## src/rtl/ibex_bloom_pkg.sv

```systemverilog
// Shared types and hash constants for the custom-instruction Bloom filter.
// Operation and state encodings plus the multiplicative hash table.
package ibex_bloom_pkg;

    typedef enum logic [1:0] {
        BLOOM_INSERT  = 2'b00,
        BLOOM_CHECK   = 2'b01,
        BLOOM_CLEAR   = 2'b10,
        BLOOM_ILLEGAL = 2'b11
    } bloom_op_e;

    typedef enum logic [1:0] {
        IDLE,
        HASH,
        CLEAR,
        RESP
    } bloom_state_e;

    localparam logic [31:0] HASH_MULT [4] = '{
        32'h9E3779B1,
        32'h85EBCA77,
        32'hC2B2AE3D,
        32'h27D4EB2F
    };

endpackage

```

## src/rtl/ibex_bloom_hash.sv

```systemverilog
// Combinational multiplicative hash: the key is scaled by HASH_MULT[k] mod 2^32
// and the top IdxWidth bits of the product form the bit-array index.
module ibex_bloom_hash
    import ibex_bloom_pkg::*;
#(
    parameter int KeyWidth = 32,
    parameter int NumBits  = 256,
    parameter int IdxWidth = $clog2(NumBits)
) (
    input  logic [KeyWidth-1:0] key,
    input  logic [1:0]          k,
    output logic [IdxWidth-1:0] idx
);

    logic [31:0] key_ext;
    logic [31:0] product;

    assign key_ext = 32'(key);
    assign product = key_ext * HASH_MULT[k];
    // Shift rather than slice so the discarded low product bits stay quiet in lint.
    assign idx     = IdxWidth'(product >> (32 - IdxWidth));

endmodule

```

## src/rtl/ibex_bloom_filter.sv

```systemverilog
// Bloom-filter responder for the custom-instruction interface: multi-cycle
// INSERT/CHECK (one hash per cycle), word-wise CLEAR sweep, single outstanding request.
module ibex_bloom_filter
    import ibex_bloom_pkg::*;
#(
    parameter int KeyWidth  = 32,
    parameter int NumBits   = 256,
    parameter int NumHashes = 3,
    parameter int WordWidth = 32,
    parameter int CntWidth  = 16
) (
    input  logic                clk_i,
    input  logic                rst_ni,
    input  logic                req_valid_i,
    output logic                req_ready_o,
    input  logic [1:0]          req_op_i,
    input  logic [KeyWidth-1:0] req_key_i,
    output logic                rsp_valid_o,
    input  logic                rsp_ready_i,
    output logic                rsp_match_o,
    output logic                rsp_err_o,
    output logic                busy_o,
    output logic [CntWidth-1:0] count_o
);

    localparam int IdxWidth  = $clog2(NumBits);
    localparam int NumWords  = NumBits / WordWidth;
    localparam int StepWidth = (NumWords > 4) ? $clog2(NumWords) : 2;

    bloom_state_e          state_reg, state_next;
    bloom_op_e             op_reg;
    bloom_op_e             req_op;
    logic [KeyWidth-1:0]   key_reg;
    logic [StepWidth-1:0]  step_reg;
    logic [NumBits-1:0]    bits_reg;
    logic                  match_reg;
    logic                  err_reg;
    logic [CntWidth-1:0]   count_reg;
    logic [IdxWidth-1:0]   hash_idx;
    logic [IdxWidth-1:0]   word_base;
    logic                  last_hash;
    logic                  last_word;

    assign req_op    = bloom_op_e'(req_op_i);
    assign last_hash = (step_reg == StepWidth'(NumHashes - 1));
    assign last_word = (step_reg == StepWidth'(NumWords - 1));
    assign word_base = IdxWidth'(int'(step_reg) * WordWidth);

    ibex_bloom_hash #(
        .KeyWidth (KeyWidth),
        .NumBits  (NumBits),
        .IdxWidth (IdxWidth)
    ) u_hash (
        .key (key_reg),
        .k   (step_reg[1:0]),
        .idx (hash_idx)
    );

    always_ff @(posedge clk_i or negedge rst_ni) begin
        if (!rst_ni) begin
            state_reg <= IDLE;
        end else begin
            state_reg <= state_next;
        end
    end

    always_comb begin
        state_next = state_reg;
        case (state_reg)
            IDLE: begin
                if (req_valid_i) begin
                    case (req_op)
                        BLOOM_INSERT, BLOOM_CHECK: state_next = HASH;
                        BLOOM_CLEAR:               state_next = CLEAR;
                        default:                   state_next = RESP;
                    endcase
                end
            end
            HASH:    if (last_hash)   state_next = RESP;
            CLEAR:   if (last_word)   state_next = RESP;
            RESP:    if (rsp_ready_i) state_next = IDLE;
            default: state_next = IDLE;
        endcase
    end

    // Reading a bit already set earlier in the same INSERT cannot change the
    // AND, so the accumulator always reflects the array as it was before the op.
    always_ff @(posedge clk_i or negedge rst_ni) begin
        if (!rst_ni) begin
            op_reg    <= BLOOM_INSERT;
            key_reg   <= '0;
            step_reg  <= '0;
            bits_reg  <= '0;
            match_reg <= 1'b0;
            err_reg   <= 1'b0;
            count_reg <= '0;
        end else begin
            case (state_reg)
                IDLE: begin
                    step_reg <= '0;
                    if (req_valid_i) begin
                        op_reg    <= req_op;
                        key_reg   <= req_key_i;
                        match_reg <= (req_op == BLOOM_INSERT) || (req_op == BLOOM_CHECK);
                        err_reg   <= (req_op == BLOOM_ILLEGAL);
                        if (req_op == BLOOM_CLEAR) begin
                            count_reg <= '0;
                        end
                    end
                end
                HASH: begin
                    match_reg <= match_reg & bits_reg[hash_idx];
                    step_reg  <= step_reg + StepWidth'(1);
                    if (op_reg == BLOOM_INSERT) begin
                        bits_reg[hash_idx] <= 1'b1;
                        if (last_hash && (count_reg != '1)) begin
                            count_reg <= count_reg + CntWidth'(1);
                        end
                    end
                end
                CLEAR: begin
                    bits_reg[word_base +: WordWidth] <= '0;
                    step_reg <= step_reg + StepWidth'(1);
                end
                default: ;
            endcase
        end
    end

    assign req_ready_o = (state_reg == IDLE);
    assign busy_o      = (state_reg != IDLE);
    assign rsp_valid_o = (state_reg == RESP);
    assign rsp_match_o = rsp_valid_o & match_reg;
    assign rsp_err_o   = rsp_valid_o & err_reg;
    assign count_o     = count_reg;

endmodule

```

## config.mk

```make
export PLATFORM = sky130hd
export DESIGN_NAME = ibex_bloom_filter
export DESIGN_NICKNAME = d
export VERILOG_FILES = /design/src/rtl/ibex_bloom_pkg.sv /design/src/rtl/ibex_bloom_hash.sv /design/src/rtl/ibex_bloom_filter.sv
export SDC_FILE = /design/constraint.sdc
export NUM_CORES = 2
export LEC_CHECK = 0
export BUFFER_PORTS_ARGS = -buffer_cell sky130_fd_sc_hd__buf_2
export CORE_ASPECT_RATIO = 1.1
export CORE_UTILIZATION = 55
export CTS_CLUSTER_DIAMETER = 120
export DETAILED_ROUTE_END_ITERATION = 12
export GPL_TIMING_DRIVEN = 0
export HOLD_SLACK_MARGIN = 0.15
export PLACE_DENSITY = 0.73
export REMOVE_ABC_BUFFERS = 1
export SLEW_MARGIN = 25
export SYNTH_ARGS = -nofsm -noshare
export SYNTH_HDL_FRONTEND = slang
export SYNTH_SLANG_ARGS = --single-unit
```

## constraint.sdc

```tcl
create_clock -name clk_i -period 28 [get_ports clk_i]
set_input_delay 7 -clock clk_i [delete_from_list [all_inputs] [get_ports clk_i]]
set_output_delay 7 -clock clk_i [all_outputs]
set_load 0.02 [all_outputs]
```

Word level (Yosys, flattened, before mapping)
Index checks and enable logic that the tools add are counted.
{"block": "classes", "shift": 2, "mux": 24, "add_sub_neg": 3, "reduce_logical": 17, "order_cmp": 3, "bitwise_logic": 5, "multipliers": 1, "n_eq_ne": 16}
{"op": "one-hot mux 256 bit (2 select lines)", "count": 1}
{"op": "bitwise mux 256 bit", "count": 1}
{"op": "2-to-1 mux 256 bit", "count": 1}
{"op": "bitwise OR 256 bit", "count": 1}
{"op": "variable shift 32 x 10 -> 256 bit (first input constant)", "count": 1}
{"op": "indexed part select 32 x 10 -> 256 bit (first input constant)", "count": 1}
{"op": "binary-select mux 32 bit (select 2 bit)", "count": 1}
{"op": "2-to-1 mux 16 bit", "count": 4}
{"op": "2-to-1 mux 32 bit", "count": 2}
{"op": "multiplier 32 x 32 -> 32 bit", "count": 1}
{"op": "one-hot mux 16 bit (2 select lines)", "count": 1}
{"op": "adder 16 x 1 -> 16 bit (second input constant)", "count": 1}
{"op": "!= test 16 bit (second input constant)", "count": 1}
{"op": "!= test 2 bit (second input constant)", "count": 5}
{"op": "negation 8 -> 10 bit", "count": 1}
{"op": "less-than comparator 8 x 9 -> 1 bit (second input constant)", "count": 1}
{"op": "binary-select mux 1 bit (select 8 bit)", "count": 1}
{"op": "demux 1 bit (select 8 bit)", "count": 1}
{"op": "equality test 2 bit (second input constant)", "count": 4}
{"op": ">= comparator 8 x 1 -> 1 bit (second input constant)", "count": 1}
{"op": "2-to-1 mux 2 bit", "count": 4}
{"op": "one-hot mux 2 bit (4 select lines)", "count": 1}
{"op": "nonzero test 2 bit", "count": 4}
{"op": "logical NOT 2 bit", "count": 3}
{"op": "other kinds (18)", "count": 28}
{"block": "totals", "in_bits": 38, "out_inout_bits": 21, "ff_bits": 313, "word_cells": 79}

Longest topological paths before layout
{"block": "logic_depth", "word_depth": 12, "ltp_mapped": 41, "ltp_nobuf": 32}

By module
A second synthesis with hierarchy kept.
{"block": "hier_totals", "hier_cells": 2744, "area_unflattened_um2": 28026.9}
{"module": "ibex_bloom_hash", "n_inst": 1, "area_per_inst_um2": 14059.7, "seq_area_each_um2": 0.0, "cells_per_inst": 1464}
{"module": "ibex_bloom_filter", "n_inst": 1, "area_per_inst_um2": 13967.1, "seq_area_each_um2": 7832.5, "cells_per_inst": 1280}

Worst setup path after synthesis
No wires, ideal clock.
{"block": "synth_timing", "kind": "reg2reg", "startpoint": "register step_reg[1]", "endpoint": "register match_reg", "synth_period_minus_slack_ps": 9844, "required_ps": 27874, "setup_ps": 126, "arrival_ps": 9718, "slack_ps": 18156, "path_stages_with_launch": 38, "path_cell_list": "dfrtp_1 clkbuf_1 inv_1 clkbuf_1 clkbuf_1 ha_1 clkbuf_1 clkbuf_1 clkbuf_1 nor2_1 fa_1 inv_1 fa_1 fa_1 fa_1 inv_1 fa_1 fa_1 [2 not listed] fa_1 inv_1 ha_1 a211oi_1 o21ai_1 or4_1 o211a_2 xnor2_4 buf_4 buf_6 o21ai_0 a221o_1 a31oi_1 o31ai_1 o22ai_1 nor3_1 o311a_1 o32a_1"}
{"block": "synth_between", "elab_chain_cells": 9}
{"item": "start, declared", "line": "ibex_bloom_filter.sv:34", "text": "logic [StepWidth-1:0] step_reg;"}
{"item": "start signal, assigned", "line": "ibex_bloom_filter.sv:113", "text": "step_reg <= step_reg + StepWidth'(1);"}
{"item": "start signal, assigned", "line": "ibex_bloom_filter.sv:123", "text": "step_reg <= step_reg + StepWidth'(1);"}
{"item": "NOT 2 -> 3 bit (implied by the code)", "line": "ibex_bloom_hash.sv:19", "text": "assign product = key_ext * HASH_MULT[k];"}
{"item": "binary-select mux 32 bit (select 2 bit)", "line": "ibex_bloom_hash.sv:19"}
{"item": "2-to-1 mux 32 bit (implied by the code) (2 in a row)", "line": "ibex_bloom_hash.sv:19"}
{"item": "multiplier 32 x 32 -> 32 bit", "line": "ibex_bloom_hash.sv:19"}
{"item": "binary-select mux 1 bit (select 8 bit)", "line": "ibex_bloom_filter.sv:112", "text": "match_reg <= match_reg & bits_reg[hash_idx];"}
{"item": "2-to-1 mux 1 bit (implied by the code)", "line": "ibex_bloom_filter.sv:112"}
{"item": "bitwise AND 1 bit", "line": "ibex_bloom_filter.sv:112"}
{"item": "one-hot mux 1 bit (2 select lines)", "line": "ibex_bloom_filter.sv:98", "text": "case (state_reg)"}
{"item": "end signal, assigned", "line": "ibex_bloom_filter.sv:104", "text": "match_reg <= (req_op == BLOOM_INSERT) || (req_op == BLOOM_CHECK);"}
{"item": "end signal, assigned", "line": "ibex_bloom_filter.sv:112"}
{"item": "end, declared", "line": "ibex_bloom_filter.sv:36", "text": "logic match_reg;"}
No other way between the ends. The select of a mux whose other input is x is not followed.
A chain may end at the register's enable or synchronous reset.

Worst setup path in the final report
{"block": "layout_timing", "startpoint": "register step_reg[0]", "endpoint": "register match_reg"}
Same word-level chain as after synthesis.

==> impl_metrics.csv <==
group,metric,value,unit
grt,grt_first_pass_wirelength,158000,µm
cts,tritoncts,"done",
logic_synthesis,ys_seq_area_share,25.5,%
logic_synthesis,synth_edf_count,0,
setup_path,rrSetupSlack,14.82,ns
logic_synthesis,synth_cell_types,75,
logic_synthesis,yosys.area_share.simple,12.3,%
sta,worst_pin_slew,1.09,ns
detailed_routing,vias,26200,
cts,cts_made_buffers,35,
logic_synthesis,async_flop_share,100,%
detailed_routing,first_iter_violations,3058,
layout,fin_area,33500,µm²
placement,io_buffer_count,58,
placement,dpl-instance-area,32400,µm²
logic_synthesis,netlist_area,30700,µm²
sta,period_needed,13.18,ns
die,fp.dieArea,56800,µm²
hold_path,holdPathStages,2,
layout,drive_above_1_share,8.53,%
logic_synthesis,synth_top_area_cell,"fa_1",
cts,cts-root-buf,"clkbuf_16",
placement,place.gp.congestion,0.997,
logic_synthesis,synthMuxAreaShare,1.74,%
logic_synthesis,ys_seq_elements,313,
detailed_routing,drc,0,
sta,setup_viol,0,
cts,cts_max_path_buffers,3,
sta,period_share,47.1,%
setup_path,crit_path_end_kind,"flip-flop",
grt,grt_max_degree,97,
layout,area_growth_syn_to_layout,9.17,%
cts,cts_resized,0,
detailed_routing,avgViaCountPerCell,6.62,
die,die_y,250,µm
logic_synthesis,ys_warn_count,0,
detailed_routing,dr.pass1.iters,8,
logic_synthesis,synth_top_area_share,26.3,%
die,core_area,55000,µm²
hold_path,hp-class,"reg2reg",
setup_path,cpPeakStageDelay,1.03,ns
cts,clock_sinks,313,
cts,post-cts-setup-buffer-count,0,
setup_path,worstSetupPathType,"reg2reg",
detailed_routing,ant_nets,0,
placement,dpl.hpwl,74300,µm
detailed_routing,routedWlPerCell,25.8,µm
setup_path,rr_worst_depth,29,
setup_path,cp-start-kind,"flip-flop",
grt,gr-total-overflow,0,
logic_synthesis,synth.area.top_cells,"fa_1 (26%), dfrtp_1 (26%), a221oi_1 (8.3%)",
die,rows,90,
logic_synthesis,syn_inst,3281,
detailed_routing,routed_wl,102000,µm
setup_path,crit_path_frequent_cell,"fa_1",
sta,rsz0062_at_grt,"false",
die,io_pins,59,
logic_synthesis,synth_top_family_by_area,"adder cells",
logic_synthesis,synth_fa_ha_area_share,32.0,%
cts,clk_pin_slew,0.06,ns
sta,hold_viol_final,0,
cts,clk_latency,0.57,ns
logic_synthesis,avgSynthCellArea,9.36,µm²
cts,h-tree-depth,2,
logic_synthesis,yosys_most_used_dff,"dfrtp_1",
die,initial_utilization,55.9,%
logic_synthesis,synth_xor_area_share,2.23,%
sta,fmax,75.9,MHz
job,max_cap_violations,0,
cts,hold_buffers,0,
sta,whs,0.486,ns
logic_synthesis,synth_compound_area_share,18.0,%
setup_path,cp_max_fo,25,
die,die_w,227,µm
status,status,"completed",
grt,antenna_found_initial,1,
setup_path,worst_path_max_delay_cell,"clkinv_1",
grt,grtUsageTotal,37.0,%
layout,layout.nets,3783,
setup_path,required,28.49,ns
layout,largest_reg_flops,256,
sta,fin_worst_skew,0.0322,ns
grt,grt_pass1_vias,26800,
setup_path,arrival,13.67,ns
sta,maxSlewHeadroom,26.9,%
sta,drv_slew,0,
[layout by cell type, fill, tap and decap left out, types with 6 or more instances in the layout]
master	count
nor2_1	500
inv_1	416
fa_1	403
a21oi_1	321
dfrtp_1	311
a221oi_1	290
nand2_1	144
ha_1	135
buf_2	57
xnor2_1	54
nand2b_1	38
o21ai_0	38
and2_1	37
nor2b_1	37
clkbuf_16	36
mux2_2	34
buf_16	29
a22oi_1	26
a22o_1	22
nor2_4	18
xor2_1	17
a221o_1	17
nor2_2	13
clkbuf_1	13
nand3_1	11
nor3_1	10
a21o_1	9
a211oi_1	9
buf_12	8
or4_1	7
nand4_1	7
nor4_1	7
o22ai_1	7
buf_8	7
and3_1	6
and2_2	6
[final timing paths]
check	startpoint	end
max	step_reg[0]	match_reg
max reg2reg	step_reg[0]	match_reg
max in group asynchronous	rst_ni	key_reg[18]
min reg2reg	err_reg	err_reg
min	err_reg	err_reg
min in group asynchronous	rst_ni	bits_reg[145]
[cells in the mapped netlist, types with 5 or more instances]
master and count:
a2111o_1 5, a211oi_1 9, a21o_1 9, a21oi_1 321, a221o_1 17, a221oi_1 290, a22o_1 23, a22oi_1 26
a31oi_1 5, and2_1 43, and3_1 6, buf_1 20, buf_2 54, clkbuf_1 145, clkinv_1 5, dfrtp_1 313
fa_1 403, ha_1 141, inv_1 417, mux2_2 34, mux4_2 5, nand2_1 145, nand2b_1 38, nand3_1 11
nand4_1 7, nor2_1 529, nor2b_1 37, nor3_1 13, nor4_1 7, o21ai_0 38, o22ai_1 7, or4_1 7
xnor2_1 57, xor2_1 18
[worst max-delay path: cells and delay by family, from the launching register on]
kind	cells	cell delay, ns
fa+ha+maj	10	5.09
flops	1	0.86
buf+inv	6	1.99
compound gates	8	2.63
xor+xnor	1	0.63
simple gates	4	1.86
[cell families (layout without fill, tap and decap cells)]
| family | count (synthesis) | in the layout |
|---|---|---|
| compound gates | 787 | 787 |
| fa+ha+maj | 544 | 544 |
| other cells | 0 | 1 |
| mux | 43 | 43 |
| simple gates | 869 | 869 |
| flops | 313 | 313 |
| xor+xnor | 76 | 76 |
| buf+inv | 649 | 593 |
[final cells by class]
type / instances / area, µm²
Fill cell: 4617 / 21400
Multi-Input combinational cell: 2319 / 20700
Sequential cell: 313 / 7840
Inverter: 424 / 1600
Timing Repair Buffer: 108 / 1410
Clock buffer: 54 / 1020
Tap cell: 736 / 921
Clock inverter: 7 / 81.3
Antenna cell: 1 / 2.50
[stage by stage]
step	worst slack, ns	setup TNS, ns	cells	utilization (%)
4_1_cts	15.28	0	3960	60.9
3_5_place_dp	15.29	0	3899	58.9
5_1_grt	14.78	0	3961	61.0
6_report	14.82	0	3962	61.0
3_3_place_gp	-11.65	-11.65	3850	56.4
2_1_floorplan	7.72	0	3056	-
[metal layers]
layer	track usage [%]	wire length, µm
met1	45.8	36500
met2	58.9	48500
met3	7.21	9190
met4	24.3	8120
met5	0	0
Power is left out: the tool's default activity adds up to more than one toggle a clock period on the data nets, which glitch-free logic cannot reach.
